--- src/rtl/inv_fleet_ctrl_pkg.sv ---
// Shared definitions for the invader fleet controller: state encodings,
// screen constants and default ship geometry.
package inv_fleet_ctrl_pkg;

   localparam logic [2:0] ST_MOVE_R = 3'd0;
   localparam logic [2:0] ST_MOVE_L = 3'd1;
   localparam logic [2:0] ST_DOWN_R = 3'd2;
   localparam logic [2:0] ST_DOWN_L = 3'd3;
   localparam logic [2:0] ST_HALT   = 3'd4;

   localparam int SCREEN_W      = 800;
   localparam int LINE_Y        = 544;
   localparam int DEF_SHIP_W    = 60;
   localparam int DEF_COL_PITCH = 80;

   // Index width that stays legal for single-entry ranges.
   function automatic int idx_w(input int n);
      return (n > 1) ? $clog2(n) : 1;
   endfunction

endpackage

--- src/rtl/inv_edge_finder.sv ---
// Combinational priority encoder: lowest and highest live column of the fleet.
module inv_edge_finder
   import inv_fleet_ctrl_pkg::*;
#(
   parameter int COLS = 8,
   parameter int CW   = idx_w(COLS)
) (
   input  logic [COLS-1:0] alive_cols,
   output logic [CW-1:0]   lcol,
   output logic [CW-1:0]   rcol,
   output logic            any
);

   always_comb begin
      lcol = '0;
      rcol = '0;
      for (int i = COLS - 1; i >= 0; i--)
         if (alive_cols[i]) lcol = CW'(i);
      for (int i = 0; i < COLS; i++)
         if (alive_cols[i]) rcol = CW'(i);
   end

   assign any = |alive_cols;

endmodule

--- src/rtl/inv_fleet_ctrl.sv ---
// Fleet movement master: paced shift pulses, edge reversal with a descent,
// offset tracking and sticky game_over / fleet_cleared flags.
module inv_fleet_ctrl
   import inv_fleet_ctrl_pkg::*;
#(
   parameter int COLS        = 8,
   parameter int COL_PITCH   = DEF_COL_PITCH,
   parameter int SHIP_W      = DEF_SHIP_W,
   parameter int FLEET_X0    = 40,
   parameter int LEFT_LIMIT  = 10,
   parameter int RIGHT_LIMIT = SCREEN_W - 10,
   parameter int DOWN_PX     = 15,
   parameter int STEP_DIV    = 400000
) (
   input  logic               clk,
   input  logic               on_sw,
   input  logic               en,
   input  logic [COLS-1:0]    alive_cols,
   input  logic               line_crossed_any,
   output logic               shift_right,
   output logic               shift_left,
   output logic               shift_down,
   output logic               dir_right,
   output logic signed [11:0] fleet_dx,
   output logic [10:0]        fleet_dy,
   output logic               game_over,
   output logic               fleet_cleared
);

   localparam int CW = idx_w(COLS);
   localparam int DW = idx_w(STEP_DIV);
   localparam int NW = idx_w(DOWN_PX + 1);

   localparam logic signed [11:0] LLIM = 12'(LEFT_LIMIT);
   localparam logic signed [11:0] RLIM = 12'(RIGHT_LIMIT);

   logic [CW-1:0]      lcol, rcol;
   logic               any_alive;
   logic [DW-1:0]      div_cnt;
   logic [NW-1:0]      down_cnt, down_nxt;
   logic [2:0]         state;
   logic signed [11:0] left_edge, right_edge;
   logic               run, tick;

   inv_edge_finder #(.COLS(COLS)) u_edge (
      .alive_cols (alive_cols),
      .lcol       (lcol),
      .rcol       (rcol),
      .any        (any_alive)
   );

   assign left_edge  = 12'(FLEET_X0) + fleet_dx + 12'(int'(lcol) * COL_PITCH);
   assign right_edge = 12'(FLEET_X0) + fleet_dx + 12'(int'(rcol) * COL_PITCH) + 12'(SHIP_W);

   assign run      = en && (state != ST_HALT);
   assign tick     = run && (div_cnt == DW'(STEP_DIV - 1));
   assign down_nxt = down_cnt + NW'(1);

   always_ff @(posedge clk) begin
      if (!on_sw) begin
         shift_right   <= 1'b0;
         shift_left    <= 1'b0;
         shift_down    <= 1'b0;
         dir_right     <= 1'b1;
         fleet_dx      <= '0;
         fleet_dy      <= '0;
         game_over     <= 1'b0;
         fleet_cleared <= 1'b0;
         div_cnt       <= '0;
         down_cnt      <= '0;
         state         <= ST_MOVE_R;
      end else begin
         shift_right <= 1'b0;
         shift_left  <= 1'b0;
         shift_down  <= 1'b0;

         // Offsets follow the pulses on the same edge the ships move.
         if (shift_right)
            fleet_dx <= fleet_dx + 12'sd1;
         else if (shift_left)
            fleet_dx <= fleet_dx - 12'sd1;
         if (shift_down && fleet_dy != '1)
            fleet_dy <= fleet_dy + 11'd1;

         if (run)
            div_cnt <= tick ? '0 : div_cnt + DW'(1);

         if (line_crossed_any) begin
            game_over <= 1'b1;
            state     <= ST_HALT;
         end else if (!any_alive) begin
            fleet_cleared <= 1'b1;
            state         <= ST_HALT;
         end else if (tick) begin
            case (state)
               ST_MOVE_R:
                  if (right_edge >= RLIM) begin
                     shift_down <= 1'b1;
                     down_cnt   <= NW'(1);
                     state      <= ST_DOWN_R;
                  end else begin
                     shift_right <= 1'b1;
                  end
               ST_MOVE_L:
                  if (left_edge <= LLIM) begin
                     shift_down <= 1'b1;
                     down_cnt   <= NW'(1);
                     state      <= ST_DOWN_L;
                  end else begin
                     shift_left <= 1'b1;
                  end
               ST_DOWN_R, ST_DOWN_L: begin
                  shift_down <= 1'b1;
                  down_cnt   <= down_nxt;
                  if (down_nxt == NW'(DOWN_PX)) begin
                     state     <= (state == ST_DOWN_R) ? ST_MOVE_L : ST_MOVE_R;
                     dir_right <= ~dir_right;
                  end
               end
               default: ;
            endcase
         end
      end
   end

endmodule

--- config.mk ---
export PLATFORM = sky130hd
export DESIGN_NAME = inv_fleet_ctrl
export DESIGN_NICKNAME = d
export VERILOG_FILES = /design/src/rtl/inv_fleet_ctrl_pkg.sv /design/src/rtl/inv_edge_finder.sv /design/src/rtl/inv_fleet_ctrl.sv
export SDC_FILE = /design/constraint.sdc
export NUM_CORES = 1
export LEC_CHECK = 0
export ABC_CLOCK_PERIOD_IN_PS = 11600
export CAP_MARGIN = 20
export CORE_ASPECT_RATIO = 0.75
export CORE_MARGIN = 2
export CORE_UTILIZATION = 55
export DETAILED_ROUTE_END_ITERATION = 7
export PLACE_DENSITY = 0.85
export SLEW_MARGIN = 20
export SYNTH_ARGS = -nofsm -noshare
export SYNTH_HDL_FRONTEND = slang
export SYNTH_SLANG_ARGS = --single-unit
--- constraint.sdc ---
create_clock -name clk -period 11.6 [get_ports clk]
set_clock_uncertainty 0.2 [all_clocks]
set_input_delay 1.74 -clock clk [delete_from_list [all_inputs] [get_ports clk]]
set_output_delay 1.74 -clock clk [all_outputs]
set_load 0.01 [all_outputs]
==> results of run 1 <==
layout by cell type, fill, tap and decap left out, drive strengths merged, types with 7 or more instances in the layout:
cell type / Yosys / layout
or3: 7 / 7
clkdlybuf4s50: 0 / 40
a21oi: 24 / 24
nand3: 16 / 16
ha: 43 / 43
nand2: 37 / 37
nor3: 7 / 7
inv: 26 / 27
xor2: 17 / 17
o21ai: 23 / 23
nor2: 42 / 42
nor2b: 10 / 10
and2: 19 / 19
xnor2: 27 / 27
o21a: 9 / 9
dfxtp: 55 / 55
nand4: 10 / 10
state kept, by name, indices dropped and copies added, names as in the netlist:
| register | count |
|---|---|
| game_over | 1 |
| shift_left | 1 |
| state | 3 |
| fleet_dy | 11 |
| fleet_dx | 12 |
| shift_down | 1 |
| dir_right | 1 |
| shift_right | 1 |
| down_cnt | 4 |
| div_cnt | 19 |
| fleet_cleared | 1 |
power by group:
part           total [mW]  internal (mW)  leakage (nW)  switching, mW
logic              0.0403         0.0181          1.29         0.0222
clock network       0.114         0.0445        0.0463         0.0693
registers           0.191          0.190         0.444        0.00106
cell type report:
class / count / area [um2]
clock buffer: 5 / 68.8
fill: 593 / 2360
sequential: 55 / 1100
timing repair buffer: 41 / 408
multi-input combinational: 385 / 2710
inverter: 26 / 97.6
clock inverter: 3 / 27.5
tap: 98 / 123
critical path: stages:
cell and delay (ns):
clkdlybuf4s50_1 0.47, inv_1 0.05, a21oi_1 0.12, nor2_1 0.05, nor2_1 0.08, nor2_1 0.04, or2_2 0.28, ha_1 0.18
ha_1 0.18, ha_1 0.28, ha_1 0.28, ha_1 0.21, or2_2 0.30, nor4_1 0.23, or3_1 0.15, o311ai_1 0.11
a311oi_1 0.56, a21oi_2 0.16, o221a_1 0.27
stage by stage:
stage	worst slack, ns	area (um2)	util	power [mW]	hold WS [ns]
after floorplan	6.34	3960	-	0.223	0.250
after global placement	5.68	4440	0.644	0.233	0.247
after detailed placement	5.55	4440	0.644	0.235	0.258
after CTS	5.87	4540	0.658	0.347	0.289
after global routing	5.59	4540	0.658	0.361	0.311
final	5.87	4540	0.658	0.345	0.287
worst paths after layout:
kind | cells after the start | from | to | slack, ns
setup / recovery | 19 | alive_cols[2] | down_cnt[0] | 5.87
hold / removal | 1 | fleet_cleared | fleet_cleared | 0.29
setup reg to reg | 14 | fleet_dx[3] | down_cnt[0] | 7.41
hold reg to reg | 1 | fleet_cleared | fleet_cleared | 0.29
cells by family after synthesis:
logic type / synth area share
compound gates: 0.186
xor+xnor: 0.0974
fa+ha+maj: 0.151
buf+inv: 0.0360
flops: 0.278
mux: 0.00759
simple gates: 0.244
routing by layer:
| metal | vias up | GRT usage | wire, um |
|---|---|---|---|
| met4 | 0 | 0.0613 | 70 |
| met5 | - | 0 | 0 |
| li1 | 1791 | - | - |
| met1 | 1591 | 0.312 | 4130 |
| met3 | 7 | 0.0441 | 427 |
| met2 | 91 | 0.336 | 3490 |
==> run metrics, run 1 <==
Gate Count Post-Synth 477; final cell count without fillers approximately 600; Starting Density 0.574; Worst-Skew Late Latency 0.32 ns; DIE WIDTH 102 um; RePlAce Congestion 0.880; final setup TNS 0 ns; final hold vios 0; RSZ-0062 raised after global routing no; share of layout cells above drive strength 1 0.0427; Worst-Margin Slew approximately 0.89 ns; sequential-to-total area share from yosys stat 0.278; post-CTS setup repair buffer count 0; fin nets 572; flop and latch count out of synthesis 55; final setup violation count 0; Post-synth EDFFs 0; main flop type after synthesis dfxtp_1; period utilization 0.494; GRT Total Usage 0.219; Hold/Removal Path Class reg -> reg; Syn Nets 535; IO Port Bufs 40; Hold Buf Count CTS 0; total gr overflow 0; Req. time, crit path roughly 12 ns; Synthesis Warnings 0; initial antenna violation count 0; fmax between 0.15 and 0.2 GHz; Post-DRT Antenna Nets 0; Synth Cell Area 3960 um2; Longest Clk Path Bufs 2; Unique masters post-synth 60; Pleak 1.78 nW; PD cells 76.0 nW/um2; core outline area 6900 um2; Pre-antenna DRT Iters 4; first-pass GRT wire length 14200 um; most common cell in the netlist dfxtp_1; DRT iter0 DRCs 204; final critical-path required period 5.73 ns; antenna diode count 0; placed cell count 605; status finished, final reports clean; Worst VDD drop 50.7 uV; Arrival @ worst endpoint 5.74 ns; Crit. End Element flip-flop; vias per cell 5.68; row cnt 26; Die Ht 77.5 um; Pins Over Slew Limit 0; Post-synth top cells 55 x dfxtp_1, 43 x ha_1, 42 x nor2_1; DR WL/cell around 13 um; Area Overhead vs Synth 14.7%; CTS root buf clkbuf_8; DR vias 3480; clk sink count 55; leading area contributor after synthesis dfxtp_1; top cells by area, synth dfxtp_1 28%, ha_1 14%, xnor2_1 6.0%, nor2_1 4.0%, xor2_1 3.8%; CTS resizes 0; detailed placement HPWL around 6300 um; largest net degree at the start of global routing 51; Mapped Avg Cell Area 8.30 um2; I/O Pins between 40 and 50; drc violations 0; Slew HR 0.402; CTS tree yes; die footprint 7900 um2; number of global-route vias before repair 3228; CP max FO 4; cts bufs inserted 5; Max Cap Viol 0; CP Launch Type primary input; Async SR Flop Fraction 0; clk slew on worst S/H paths 0.10 ns; H-tree Lvls 2; Routed WL 8110 um; critical path class in -> reg; top-area cell type share of the netlist area 0.278
No activity file was read; power rests on OpenSTA's default activity.
==> run 2, diff against run 1 <==
ABC_CLOCK_PERIOD_IN_PS = 5400   (was 11600)
clock period = 5.4 ns   (was 11.6 ns; I/O delays follow)
==> run 2 against run 1 <==
  * Sequential share of layout area hardly changed
  * Worst setup slack worse by 5.4 ns
  * Total power rose by 110%
  * Critical path type unchanged
  * Cell area barely moved
  * Largest cell class unchanged
  * Hold slack lost 0.0074 ns
  * Global-route usage grew 0.78 points
  * First-iteration DRC count increased by 11%
  * Critical path depth unchanged
  * Critical endpoint unchanged
==> run metrics, run 2 (same netlist as run 1, synthesis figures left out) <==
status finished, final reports clean; period utilization 0.915; CTS tree yes; Pins Over Slew Limit 0; final setup violation count 0; Longest Clk Path Bufs 2; r2r worst-path depth 14; crit path setup slack, layout 0.460 ns; share of layout cells above drive strength 1 0.0446; Hold Buf Count CTS 0; most frequent CP cell ha_1; most flop-heavy register div_cnt; DR WL/cell around 14 um; Arrival @ worst endpoint 4.95 ns; detailed placement HPWL 6840 um; max FFs per register 19; Post-DRT Antenna Nets 0; clk sink count 55; largest net degree at the start of global routing 50; Hold/Removal Path Class reg -> reg; I/O Pins around 40; fmax just over 0.2 GHz; die footprint 7900 um2; placed cell count 606; Clk pwr share 0.319; Seq pwr share 0.559; Max Cap Viol 0; WP depth 19; critical path class in -> reg; PD cells 161 nW/um2; Die Ht 77.5 um; antenna diode count 0; final setup TNS 0 ns; switching share of power 0.263; DR vias 3583; most frequent cells in the layout 55 x dfxtp_1, 43 x ha_1, 42 x nor2_1; Top Registers div_cnt x19, fleet_dx x12, fleet_dy x11; cts bufs inserted 5; initial antenna violation count 0; core outline area 6900 um2; slowest stage cell, crit path a311oi_1; Pre-antenna DRT Iters 5; final hold vios 0; CTS root buf clkbuf_8; first-pass GRT wire length 14900 um; RePlAce Congestion 0.857; Gate power share 0.122; CP max FO 4; CTS resizes 0; CP Buf/Inv Count 2; Area Overhead vs Synth 14.8%; CP Launch Type primary input; H-tree Lvls 2; drc violations 0; crit path cell chain clkdlybuf4s50_1 -> inv_1 -> a21oi_1 -> nor2_1 -> nor2_1 -> nor2_1 -> or2_2 -> ha_1 -> ha_1 -> ha_1 -> ha_1 -> ha_1 -> or2_2 -> nor4_1 -> or3_1 -> o311ai_1 -> a311oi_1 -> a21oi_2 -> o221a_1; clk slew on worst S/H paths 0.10 ns; max incr delay on CP ~0.6 ns; Worst-Margin Slew ~0.90 ns; Pleak 1.78 nW; Req. time, crit path 5.41 ns; fin nets 573; Worst-Skew Late Latency 0.31 ns; Routed WL 8780 um; Starting Density 0.574; final critical-path required period 4.94 ns; Crit. End Element flip-flop; vias per cell 5.84; commonest non-fill, non-tap cell in the layout dfxtp_1; number of global-route vias before repair 3350; GRT Total Usage 0.227; Net Sw Power 0.193 mW; hold_ws 0.280 ns; Tot Pwr between 0.7 and 0.8 mW; post-CTS setup repair buffer count 0; Worst VDD drop about 110 uV; DRT iter0 DRCs 226; final cell count without fillers 614; Slew HR 0.397; post-place setup slack 0.237 ns; RSZ-0062 raised after global routing no; total gr overflow 0; Hold Crit Depth 1; row cnt 26; Crit path max-delay family compound AO/OA/AOI/OAI gates; IO Port Bufs 40; DIE WIDTH 102 um; internal power around 0.54 mW
[run 2: cell types whose count changed in the layout (fill, tap and decap cells not counted)]
cell / previous run / this run
clkinvlp_4: 1 / 0
clkinv_2: 0 / 1
buf_4: 1 / 2
inv_8: 1 / 0
inv_6: 0 / 1
[run 2: worst paths after layout]
kind	from	to	slack (ns)
worst max register to register	fleet_dx[3]	down_cnt[0]	1.22
worst max-delay path	alive_cols[2]	down_cnt[0]	0.46
worst min register to register	fleet_cleared	fleet_cleared	0.28
worst min-delay path	fleet_cleared	fleet_cleared	0.28
[run 2: per-layer routing]
| metal | global-route usage | wire length (um) | share of wire |
|---|---|---|---|
| met5 | 0 | 0 | 0 |
| met4 | 0.0627 | 103 | 0.012 |
| met3 | 0.0396 | 473 | 0.054 |
| met2 | 0.366 | 4010 | 0.46 |
| met1 | 0.312 | 4190 | 0.48 |
[run 2: final cells by class]
| class | count | area, um2 |
|---|---|---|
| Tap cell | 98 | 123 |
| Clock buffer | 5 | 68.8 |
| Inverter | 26 | 97.6 |
| Multi-Input combinational cell | 385 | 2710 |
| Fill cell | 596 | 2350 |
| Clock inverter | 3 | 22.5 |
| Sequential cell | 55 | 1100 |
| Timing Repair Buffer | 42 | 415 |
[run 2: power groups by stage]
stage                     logic, mW  registers [mW]  clock network (mW)
after global placement       0.0818           0.419                   0
after floorplan              0.0607           0.419                   0
after global routing         0.0987           0.410               0.255
after CTS                    0.0882           0.410               0.238
final                        0.0893           0.410               0.234
after detailed placement     0.0874           0.419                   0
[run 2: worst register-to-register path: cells and delay by family (launching register included)]
kind,cells,cell delay [ns]
xor gates and xnor gates,2,0.54
and+or+nand+nor,1,0.17
buffers and inverters,2,0.15
adders and majority gates,3,0.93
DFF,1,0.44
AOI/OAI and AO/OA,6,1.64
[run 2: metrics by stage]
step | utilization | area (um2)
final | 0.659 | 4540
after global placement | 0.645 | 4450
after global routing | 0.659 | 4540
after floorplan | - | 3960
after CTS | 0.659 | 4540
after detailed placement | 0.645 | 4450
==> run 3, diff against run 2 <==
ABC_CLOCK_PERIOD_IN_PS = not set   (was 5400)
==> results of run 3 <==
The final DEF is identical to that of run 2; final timing and power are the same.
